## src/rtl/clause_class_sum_if.sv

```systemverilog
// rtl/clause_class_sum_if.sv - clause stream, weight write and prediction handshake bundle
interface clause_class_sum_if #(
    parameter int CLAUSEN      = 10,
    parameter int CLASSN       = 5,
    parameter int WEIGHT_WIDTH = 8,
    parameter int SUM_WIDTH    = 16
) ();
    logic                         img_start;
    logic                         clause_valid;
    logic                         clause_op;
    logic                         w_wr;
    logic [$clog2(CLASSN)-1:0]    w_class;
    logic [$clog2(CLAUSEN)-1:0]   w_clause;
    logic [WEIGHT_WIDTH-1:0]      w_data;
    logic                         pred_valid;
    logic                         pred_ready;
    logic [$clog2(CLASSN)-1:0]    pred_class;
    logic [SUM_WIDTH-1:0]         pred_sum;
    logic                         busy;

    modport master (
        output img_start, clause_valid, clause_op, w_wr, w_class, w_clause, w_data, pred_ready,
        input  pred_valid, pred_class, pred_sum, busy
    );

    modport slave (
        input  img_start, clause_valid, clause_op, w_wr, w_class, w_clause, w_data, pred_ready,
        output pred_valid, pred_class, pred_sum, busy
    );
endinterface

```

## src/rtl/clause_class_sum.sv

```systemverilog
// rtl/clause_class_sum.sv - per-class weighted clause vote accumulation and sequential argmax
// Optional clamping of class sums is enabled by defining CLASS_SUM_SATURATE_EN.
module clause_class_sum #(
    parameter int CLAUSEN      = 10,
    parameter int CLASSN       = 5,
    parameter int WEIGHT_WIDTH = 8,
    parameter int SUM_WIDTH    = 16
) (
    input logic               clk,
    input logic               rst,
    clause_class_sum_if.slave bus
);
    localparam int CW = $clog2(CLASSN);
    localparam int IW = $clog2(CLAUSEN);
    localparam logic [IW-1:0] LAST_CLAUSE = IW'(CLAUSEN - 1);
    localparam logic [CW-1:0] LAST_CLASS  = CW'(CLASSN - 1);

    typedef enum logic [1:0] {IDLE, ACCUM, ARGMAX, HOLD} state_t;

    state_t                        state, state_next;
    logic signed [WEIGHT_WIDTH-1:0] weights [CLASSN][CLAUSEN];
    logic signed [SUM_WIDTH-1:0]    sums [CLASSN];
    logic [IW-1:0]                  clause_idx;
    logic [CW-1:0]                  k;
    logic signed [SUM_WIDTH-1:0]    best;
    logic [CW-1:0]                  best_idx;

    function automatic logic signed [SUM_WIDTH-1:0] acc_add(
        input logic signed [SUM_WIDTH-1:0] a,
        input logic signed [SUM_WIDTH-1:0] b
    );
        logic signed [SUM_WIDTH-1:0] r;
        r = a + b;
`ifdef CLASS_SUM_SATURATE_EN
        // Same-sign operands producing an opposite-sign result means overflow.
        if (a[SUM_WIDTH-1] == b[SUM_WIDTH-1] && r[SUM_WIDTH-1] != a[SUM_WIDTH-1])
            r = a[SUM_WIDTH-1] ? {1'b1, {(SUM_WIDTH-1){1'b0}}} : {1'b0, {(SUM_WIDTH-1){1'b1}}};
`endif
        return r;
    endfunction

    always_ff @(posedge clk) begin
        if (rst) state <= IDLE;
        else     state <= state_next;
    end

    always_comb begin
        state_next = state;
        if (bus.img_start) begin
            state_next = ACCUM;
        end else begin
            case (state)
                IDLE:   state_next = IDLE;
                ACCUM:  if (bus.clause_valid && clause_idx == LAST_CLAUSE) state_next = ARGMAX;
                ARGMAX: if (k == LAST_CLASS) state_next = HOLD;
                HOLD:   if (bus.pred_ready) state_next = IDLE;
                default: state_next = IDLE;
            endcase
        end
    end

    always_ff @(posedge clk) begin
        if (rst) begin
            for (int c = 0; c < CLASSN; c++) begin
                sums[c] <= '0;
                for (int j = 0; j < CLAUSEN; j++) weights[c][j] <= '0;
            end
            clause_idx <= '0;
            k          <= '0;
            best       <= '0;
            best_idx   <= '0;
        end else begin
            if (bus.w_wr && int'(bus.w_class) < CLASSN && int'(bus.w_clause) < CLAUSEN)
                weights[bus.w_class][bus.w_clause] <= bus.w_data;

            // A start in any state wins over a coincident clause strobe.
            if (bus.img_start) begin
                for (int c = 0; c < CLASSN; c++) sums[c] <= '0;
                clause_idx <= '0;
                k          <= '0;
            end else begin
                case (state)
                    ACCUM: begin
                        k <= '0;
                        if (bus.clause_valid) begin
                            if (bus.clause_op)
                                for (int c = 0; c < CLASSN; c++)
                                    sums[c] <= acc_add(sums[c], SUM_WIDTH'(weights[c][clause_idx]));
                            clause_idx <= clause_idx + 1'b1;
                        end
                    end
                    ARGMAX: begin
                        if (k == '0) begin
                            best     <= sums[0];
                            best_idx <= '0;
                        end else if (sums[k] > best) begin
                            best     <= sums[k];
                            best_idx <= k;
                        end
                        k <= k + 1'b1;
                    end
                    default: ;
                endcase
            end
        end
    end

    assign bus.pred_valid = (state == HOLD);
    assign bus.pred_class = best_idx;
    assign bus.pred_sum   = best;
    assign bus.busy       = (state == ACCUM) || (state == ARGMAX);
endmodule

```

## src/flat_wrapper.sv

```systemverilog
// flat-port wrapper written by rule: the top's interface ports become plain ports
module clause_class_sum_flat 
#(
    parameter int CLAUSEN      = 10,
    parameter int CLASSN       = 5,
    parameter int WEIGHT_WIDTH = 8,
    parameter int SUM_WIDTH    = 16
)
  (clk, rst, bus_img_start, bus_clause_valid, bus_clause_op, bus_w_wr, bus_w_class, bus_w_clause, bus_w_data, bus_pred_ready, bus_pred_valid, bus_pred_class, bus_pred_sum, bus_busy);
  clause_class_sum_if #(.CLAUSEN(CLAUSEN), .CLASSN(CLASSN), .WEIGHT_WIDTH(WEIGHT_WIDTH), .SUM_WIDTH(SUM_WIDTH)) bus_i ();
  input logic clk;
  input logic rst;
  input wire logic [$bits(bus_i.img_start)-1:0] bus_img_start;
  input wire logic [$bits(bus_i.clause_valid)-1:0] bus_clause_valid;
  input wire logic [$bits(bus_i.clause_op)-1:0] bus_clause_op;
  input wire logic [$bits(bus_i.w_wr)-1:0] bus_w_wr;
  input wire logic [$bits(bus_i.w_class)-1:0] bus_w_class;
  input wire logic [$bits(bus_i.w_clause)-1:0] bus_w_clause;
  input wire logic [$bits(bus_i.w_data)-1:0] bus_w_data;
  input wire logic [$bits(bus_i.pred_ready)-1:0] bus_pred_ready;
  output wire logic [$bits(bus_i.pred_valid)-1:0] bus_pred_valid;
  output wire logic [$bits(bus_i.pred_class)-1:0] bus_pred_class;
  output wire logic [$bits(bus_i.pred_sum)-1:0] bus_pred_sum;
  output wire logic [$bits(bus_i.busy)-1:0] bus_busy;
  assign bus_i.img_start = bus_img_start;
  assign bus_i.clause_valid = bus_clause_valid;
  assign bus_i.clause_op = bus_clause_op;
  assign bus_i.w_wr = bus_w_wr;
  assign bus_i.w_class = bus_w_class;
  assign bus_i.w_clause = bus_w_clause;
  assign bus_i.w_data = bus_w_data;
  assign bus_i.pred_ready = bus_pred_ready;
  assign bus_pred_valid = bus_i.pred_valid;
  assign bus_pred_class = bus_i.pred_class;
  assign bus_pred_sum = bus_i.pred_sum;
  assign bus_busy = bus_i.busy;
  clause_class_sum #(.CLAUSEN(CLAUSEN), .CLASSN(CLASSN), .WEIGHT_WIDTH(WEIGHT_WIDTH), .SUM_WIDTH(SUM_WIDTH)) u_core (.clk(clk), .rst(rst), .bus(bus_i));
endmodule
```

## config.mk

```make
export PLATFORM = sky130hd
export DESIGN_NAME = clause_class_sum_flat
export DESIGN_NICKNAME = d
export VERILOG_FILES = /design/src/rtl/clause_class_sum_if.sv /design/src/rtl/clause_class_sum.sv /design/src/flat_wrapper.sv
export SDC_FILE = /design/constraint.sdc
export NUM_CORES = 1
export LEC_CHECK = 0
export ABC_CLOCK_PERIOD_IN_PS = 4300
export CAP_MARGIN = 20
export CORE_MARGIN = 2
export CORE_UTILIZATION = 64
export DETAILED_ROUTE_END_ITERATION = 8
export DONT_BUFFER_PORTS = 1
export PLACE_DENSITY = 0.77
export SYNTH_ARGS = -nofsm -noshare
export SYNTH_HDL_FRONTEND = slang
export SYNTH_SLANG_ARGS = --single-unit
```

## constraint.sdc

```tcl
create_clock -name clk -period 4.3 [get_ports clk]
set_input_delay 0.43 -clock clk [delete_from_list [all_inputs] [get_ports clk]]
set_output_delay 0.43 -clock clk [all_outputs]
set_load 0.01 [all_outputs]
```

Yosys cells after proc, flatten, opt, wreduce, memory -nomap -nowiden

Memory sizes are Yosys's and may differ from the RTL's. A register that Yosys moved wholly into a read port is not among the register bits.
Cells that the tools add are included.

Eq/ne operators: 11
$add $sub $neg: 7
Bitwise operators: 13
$lt $le $gt $ge: 6
Reduce and logical (&&, ||, !) cells: 15
Muxes and demuxes: 56

Operators by type and width:

| cell                                                  | count |
|---|---|
| 2-to-1 mux 80 bit                                     | 3 |
| 2-to-1 mux 16 bit                                     | 12 |
| binary-select mux 8 bit (select 4 bit)                | 5 |
| 2-to-1 mux 8 bit                                      | 11 |
| adder 16 x 8 -> 16 bit                                | 5 |
| OR reduction 80 bit                                   | 1 |
| demux 8 bit (select 4 bit)                            | 1 |
| greater-than comparator 16 bit                        | 1 |
| 2-to-1 mux 3 bit                                      | 5 |
| 2-to-1 mux 1 bit                                      | 14 |
| >= comparator 5 bit, second input constant            | 2 |
| NOT 4 -> 5 bit                                        | 2 |
| bitwise OR 1 bit                                      | 10 |
| AND reduction 3 bit                                   | 3 |
| case mux 2 bit (4 select lines)                       | 1 |
| 2-to-1 mux 2 bit                                      | 3 |
| inequality test 3 x 2 -> 1 bit, second input constant | 2 |
| case mux 3 bit (2 select lines)                       | 1 |
| < comparator 5 x 1 -> 1 bit, second input constant    | 1 |
| adder 4 x 1 -> 4 bit, second input constant           | 1 |
| == test 2 bit, second input constant                  | 2 |
| == test 4 bit, second input constant                  | 1 |
| logical AND 1 bit                                     | 4 |
| < comparator 4 bit, second input constant             | 1 |
| other kinds (14)                                      | 16 |

Register bits: 28
Memory bits (writable): 480
Memories kept: 2
Logic and storage cells: 116

Memories:

| name           | words | bits a word | rd ports | clocked after Yosys merged registers in | write ports | line                   | text |
|---|---|---|---|---|---|---|---|
| u_core.weights | 5     | 80          | 5        | 0                                       | 5           | clause_class_sum.sv:21 | `logic signed [WEIGHT_WIDTH-1:0] weights [CLASSN][CLAUSEN];` |
| u_core.sums    | 5     | 16          | 6        | 1                                       | 5           | clause_class_sum.sv:22 | `logic signed [SUM_WIDTH-1:0] sums [CLASSN];` |

Longest topological paths before layout

Depth in word-level cells: 8
Gate-level depth with buffers: 18
Mapped depth without buffers: 13

Worst setup path after synthesis

No wires, ideal clock.

Path kind: flip-flop to flip-flop
Start: register u_core.clause_idx[0]
End: memory u_core.sums[0][14] (data pin)
Setup time: 0.266 ns
Cell stages (with the launch flop): 15
Path slack: 0.404 ns
Arrival: 3.630 ns
Buffers on the path: 4
Cells stage by stage: dfxtp_1 -> buf_2 -> buf_4 -> buf_4 -> buf_2 -> mux4_2 -> mux2i_1 -> o22ai_1 -> ha_1 -> a2111oi_2 -> a211oi_1 -> o41ai_1 -> o21ai_1 -> xnor2_1 -> nor2_1

RTL lines:

| item                     | line                   | text |
|---|---|---|
| start: declaration       | clause_class_sum.sv:23 | `logic [IW-1:0] clause_idx;` |
| start signal: assignment | clause_class_sum.sv:89 | `clause_idx <= clause_idx + 1'b1;` |
| end: declaration         | clause_class_sum.sv:22 |  |

==> results.md <==
CTS:
- After clock tree synthesis, the setup repair step added 0 buffers.
- Clock tree synthesis found a total of 511 sinks.
- Buffers inserted during clock tree synthesis total 51.
- The clock network latency to the later pin of the worst-skew pair is 0.60 ns.
- The root buffer cell is sky130_fd_sc_hd__clkbuf_16.
- TritonCTS built the clock tree.
- The deepest clock path buffer count is 3.
- Clock-pin slew was measured on the worst setup and hold paths at 0.06 ns.
- The H-tree generated during clock tree synthesis spans 2 levels.

Routing:
- The first detailed-routing pass ran for 7 iterations.
- For this block, the routed nets add up to 61,090 um of wire.
- Dividing the detail-routed wire length by the instance count gives 23.56 um.
- The number of nets still failing antenna checks after routing is 0.
- Dividing the detail-routed via count by the number of cells gives 6.431.
- In this run, the number of DRC markers left after iteration 0 of detailed routing was 1,826.
- The final routed DRC violation total is 0.
- Summing over every cut layer, the via total after detailed routing is 16,680.

GRT:
- The number of antenna violations at the first check in global routing is 0.
- The total overflow left after global routing is 0.
- The via count of the first global-routing pass was 16,540.
- Entering global routing, the biggest net connects 81 pins.
- The wire length of the first global-routing pass is 95,000 um.
- The global router's overall resource usage is 0.3021.

Floorplan:
- The total number of placement rows is 73.
- The effective utilization at floorplan is 0.6474.
- The I/O pin count is 43.
- The die covers 41,810 um^2.
- In this run the standard cell core region covers 39,730 um^2.
- The floorplan step set the die width to 204.5 um.
- From bottom edge to top edge, the die measures 204.5 um.

STA:
- The final critical delay including setup and external delays is 4.024 ns.
- The hold violation count in the final report is 0.
- The worst pin sits at a relative slew slack of 0.1968.
- Of the available clock period, the critical path in the final layout requires 0.9358.
- The max-slew violation total from the final report is 0.
- The slack of the critical path is 0.2762 ns.
- Setup repair after global routing left no endpoint under its margin.
- The transition at the pin with the smallest max-transition slack is 1.200 ns.
- The clock skew is 0.01268 ns.
- The maximum clock frequency is 248.5 MHz.
- The final-report setup violation count is 0.
- The final sum of negative setup slack is 0 ns.

Pwr:
- The share of total power dissipated in the clock network is 0.395.
- Internal power comes to 8738 uW.
- The analysis attributes to net switching a power of 2677 uW.
- Of the total power, combinational logic draws 0.095.
- Of the total power, the share spent switching nets is 0.2345.
- The largest vdd supply drop is 0.3930 mV.
- The share of total power dissipated in sequential elements is 0.511.
- For this design the ratio of total power to cell area is 405.6 nW/um^2.
- For this design the static power due to leakage is 0.009438 uW.

Setup path:
- By startpoint and endpoint, the worst setup path is classified as register to register.
- At the worst endpoint, the required time is 4.65 ns.
- STA classifies the critical path endpoint as a register.
- The worst stage delay on the critical path is 0.52 ns.
- In this run the register-to-register setup slack is 0.28 ns.
- STA puts the critical path data arrival time at 4.37 ns.
- The buffer and inverter count on the worst path is 2.
- Walking the worst path, the cells encountered are buf_12 > buf_4 > mux4_2 > mux2i_1 > o22ai_1 > ha_1 > nor2b_1 > o21ai_0 > a21boi_0 > o211ai_1 > a21oi_1 > mux2i_1 > nand2_1.
- The path depth of the worst reg2reg path is 13.
- On the critical path, the stage with the largest delay is an instance of sky130_fd_sc_hd__dfxtp_4.
- The cell with the most instances on the worst path is sky130_fd_sc_hd__mux2i_1.
- The reg-to-reg endpoint is u_core.sums[2][14]$_SDFFCE_PN0P_.
- The startpoint kind of the worst setup timing path is a register.
- In this run the critical register-to-register path is launched from u_core.clause_idx[0]$_SDFFE_PP0P_.
- Broken down by cell family, the worst path's largest delay share belongs to compound AO/OA/AOI/OAI gates.
- The maximum net fanout on the critical path is 22.

Status:
- The run finished with clean final reports.

Logic synthesis:
- Synthesis inferred 511 register bits.
- The cell area after synthesis is 25,720 um^2.
- By area the synthesized netlist is led by sky130_fd_sc_hd__edfxtp_1 56%, sky130_fd_sc_hd__mux4_2 8.4%, sky130_fd_sc_hd__nor2_1 6.3%, sky130_fd_sc_hd__ha_1 4.8%, sky130_fd_sc_hd__mux2i_1 3.6%.
- During synthesis, Yosys emitted a total of 0 warnings.
- The number of nets in the synthesized netlist is 2,160.
- In the synthesized netlist the async set-or-reset flop fraction comes to 0.
- The cell accounting for the most synthesized area is sky130_fd_sc_hd__edfxtp_1.
- The most used flip-flop cell after synthesis is sky130_fd_sc_hd__edfxtp_1.
- The number of enable flip-flop cells after synthesis is 480.
- For this run, the register share of the synthesized area comes to 0.5845.
- The count of different cell masters after synthesis is 65.
- The number of instances in the synthesized netlist is 2,035.
- The top-area cell type share of the netlist area is 0.5604.
- The average instance area after synthesis is 12.64 um^2.

Run:
- The reported max-cap violation count is 0.

Placement:
- The final weighted congestion in routability-driven placement is 0.9036.
- The estimated wirelength of the detail-placed design is 42,410 um.
- The post-placement setup slack is 0.3128 ns.
- Input and output buffers added on the ports amount to 0.

Worst hold path:
- The worst hold path terminates at u_core.bus.pred_class[2]$_SDFFE_PP0P_.
- The cell depth of the worst min-delay path is 3.
- The min-delay analysis places its worst path in the category input port to register.
- The worst min-delay path startpoint is bus_img_start.

Finish:
- 0 antenna diodes ended up in the layout.
- The net count of the finished layout is 2,155.
- In the final layout, the share of cells above drive strength 1 is 0.1359.
- The area growth from synthesis to layout is 9.422%.
-- synthesized netlist by cell type (7+ instances only) --
master                       n
sky130_fd_sc_hd__a211oi_1   12
sky130_fd_sc_hd__mux4_2     96
sky130_fd_sc_hd__dfxtp_1    31
sky130_fd_sc_hd__mux2i_1    93
sky130_fd_sc_hd__nor3_1     26
sky130_fd_sc_hd__or3_1      19
sky130_fd_sc_hd__and3_1      7
sky130_fd_sc_hd__nor2b_1    32
sky130_fd_sc_hd__nand2_1    83
sky130_fd_sc_hd__and2_1      7
sky130_fd_sc_hd__mux2_2     20
sky130_fd_sc_hd__nand2b_1   56
sky130_fd_sc_hd__edfxtp_1  480
sky130_fd_sc_hd__clkbuf_1   66
sky130_fd_sc_hd__buf_2      16
sky130_fd_sc_hd__nor2_1    434
sky130_fd_sc_hd__nand3_1    26
sky130_fd_sc_hd__ha_1       98
sky130_fd_sc_hd__a21o_1     17
sky130_fd_sc_hd__inv_1      65
sky130_fd_sc_hd__xnor2_1    32
sky130_fd_sc_hd__buf_4       7
sky130_fd_sc_hd__a21oi_1    75
sky130_fd_sc_hd__xor2_1     28
sky130_fd_sc_hd__o21ai_0    58
sky130_fd_sc_hd__o22ai_1    31
sky130_fd_sc_hd__buf_1      24
-- how the worst max path moves through the flow --
stage,from,end,slack (ns),cells after the start
final,u_core.clause_idx[0]$_SDFFE_PP0P_,u_core.sums[2][14]$_SDFFCE_PN0P_,0.28,13
after global routing,u_core.clause_idx[0]$_SDFFE_PP0P_,u_core.sums[2][14]$_SDFFCE_PN0P_,0.001,13
after CTS,u_core.clause_idx[0]$_SDFFE_PP0P_,u_core.sums[3][14]$_SDFFCE_PN0P_,0.25,14
after detailed placement,u_core.clause_idx[0]$_SDFFE_PP0P_,u_core.sums[1][14]$_SDFFCE_PN0P_,0.31,13
after global placement,u_core.clause_idx[0]$_SDFFE_PP0P_,u_core.sums[2][15]$_SDFFCE_PN0P_,0.43,13
after floorplan,u_core.clause_idx[0]$_SDFFE_PP0P_,u_core.sums[0][14]$_SDFFCE_PN0P_,0.40,14
-- metrics by stage --
stage	power [uW]	std cells	utilization	hold slack (ns)	instance area, um^2
2_1_floorplan	6662	2035	-	0.4773	25720
3_3_place_gp	6923	2499	0.6645	0.5038	26400
3_5_place_dp	6979	2499	0.6645	0.5112	26400
4_1_cts	11430	2592	0.7068	0.06991	28080
5_1_grt	11750	2593	0.7084	0.1290	28150
6_report	11420	2593	0.7084	0.09666	28150
-- layout make-up --
type / count / area, um^2
Inverter: 65 / 244.0
Timing Repair Buffer: 57 / 515.5
Clock buffer: 57 / 1299
Fill cell: 2642 / 11590
Multi-Input combinational cell: 1344 / 10020
Sequential cell: 511 / 15040
Tap cell: 525 / 656.9
Clock inverter: 34 / 362.8
-- registers in the layout, summed over array words and instances (netlist names), named ones only --
register,count
u_core.weights,400
u_core.sums,80
u_core.bus.pred_sum,16
u_core.clause_idx,4
u_core.bus.pred_class,3
u_core.k,3
u_core.state,2
-- kinds of logic (layout without fill, tap and decap cells) --
logic type	after synthesis	count (layout)	synth area share
multiplexers	209	209	0.1290
buffers and inverters	180	213	0.02865
adder cells (fa/ha/maj)	103	103	0.05156
AND/OR/NAND/NOR	717	717	0.1230
flip-flops	511	511	0.5845
XOR/XNOR	60	60	0.02043
AO/OA/AOI/OAI	255	255	0.06285
-- worst min-delay path: cells and delay by family --
kind               cells  cell delay, ns
and+or+nand+nor        1            0.03
AOI/OAI and AO/OA      2            0.18
-- per-layer routing --
| layer | GRT usage | wire [um] | vias to the layer above |
|---|---|---|---|
| met5 | 0 | 0 | - |
| met4 | 0.1175 | 2271 | 0 |
| met3 | 0.04273 | 4804 | 136 |
| met2 | 0.4972 | 29740 | 785 |
| met1 | 0.4116 | 24270 | 8258 |
| li1 | - | - | 7497 |
-- timing repair --
| action | 4_1_cts | 5_1_grt |
|---|---|---|
| gates resized for setup | 0 | 4 |
| hold buffers | 2 | 0 |
| endpoints found under the hold margin | 20 | 0 |
| endpoints found under the setup margin | 0 | 4 |
-- power by group through the flow --
stage | sequential (uW) | combinational (uW) | clock [uW]
global route | 5850 | 1180 | 4720
floorplan | 5860 | 802 | 0
finish | 5830 | 1080 | 4510
global placement | 5910 | 1010 | 0
CTS | 5830 | 1060 | 4540
detailed placement | 5930 | 1050 | 0
-- cells in the final DEF (no fill, tap or decap), types with 20 or more instances in the layout --
cell                        count
sky130_fd_sc_hd__nand2_1       74
sky130_fd_sc_hd__nand3_1       25
sky130_fd_sc_hd__dfxtp_1       28
sky130_fd_sc_hd__inv_1         65
sky130_fd_sc_hd__xor2_1        28
sky130_fd_sc_hd__nor2_1       434
sky130_fd_sc_hd__mux2_2        20
sky130_fd_sc_hd__mux2i_1       93
sky130_fd_sc_hd__mux4_2        96
sky130_fd_sc_hd__buf_4         49
sky130_fd_sc_hd__edfxtp_1     480
sky130_fd_sc_hd__nor3_1        26
sky130_fd_sc_hd__nand2b_1      56
sky130_fd_sc_hd__a21oi_1       75
sky130_fd_sc_hd__nor2b_1       32
sky130_fd_sc_hd__clkbuf_16     51
sky130_fd_sc_hd__o21ai_0       58
sky130_fd_sc_hd__o22ai_1       31
sky130_fd_sc_hd__ha_1          98
sky130_fd_sc_hd__xnor2_1       32
Power figures use the tool's default switching activity.
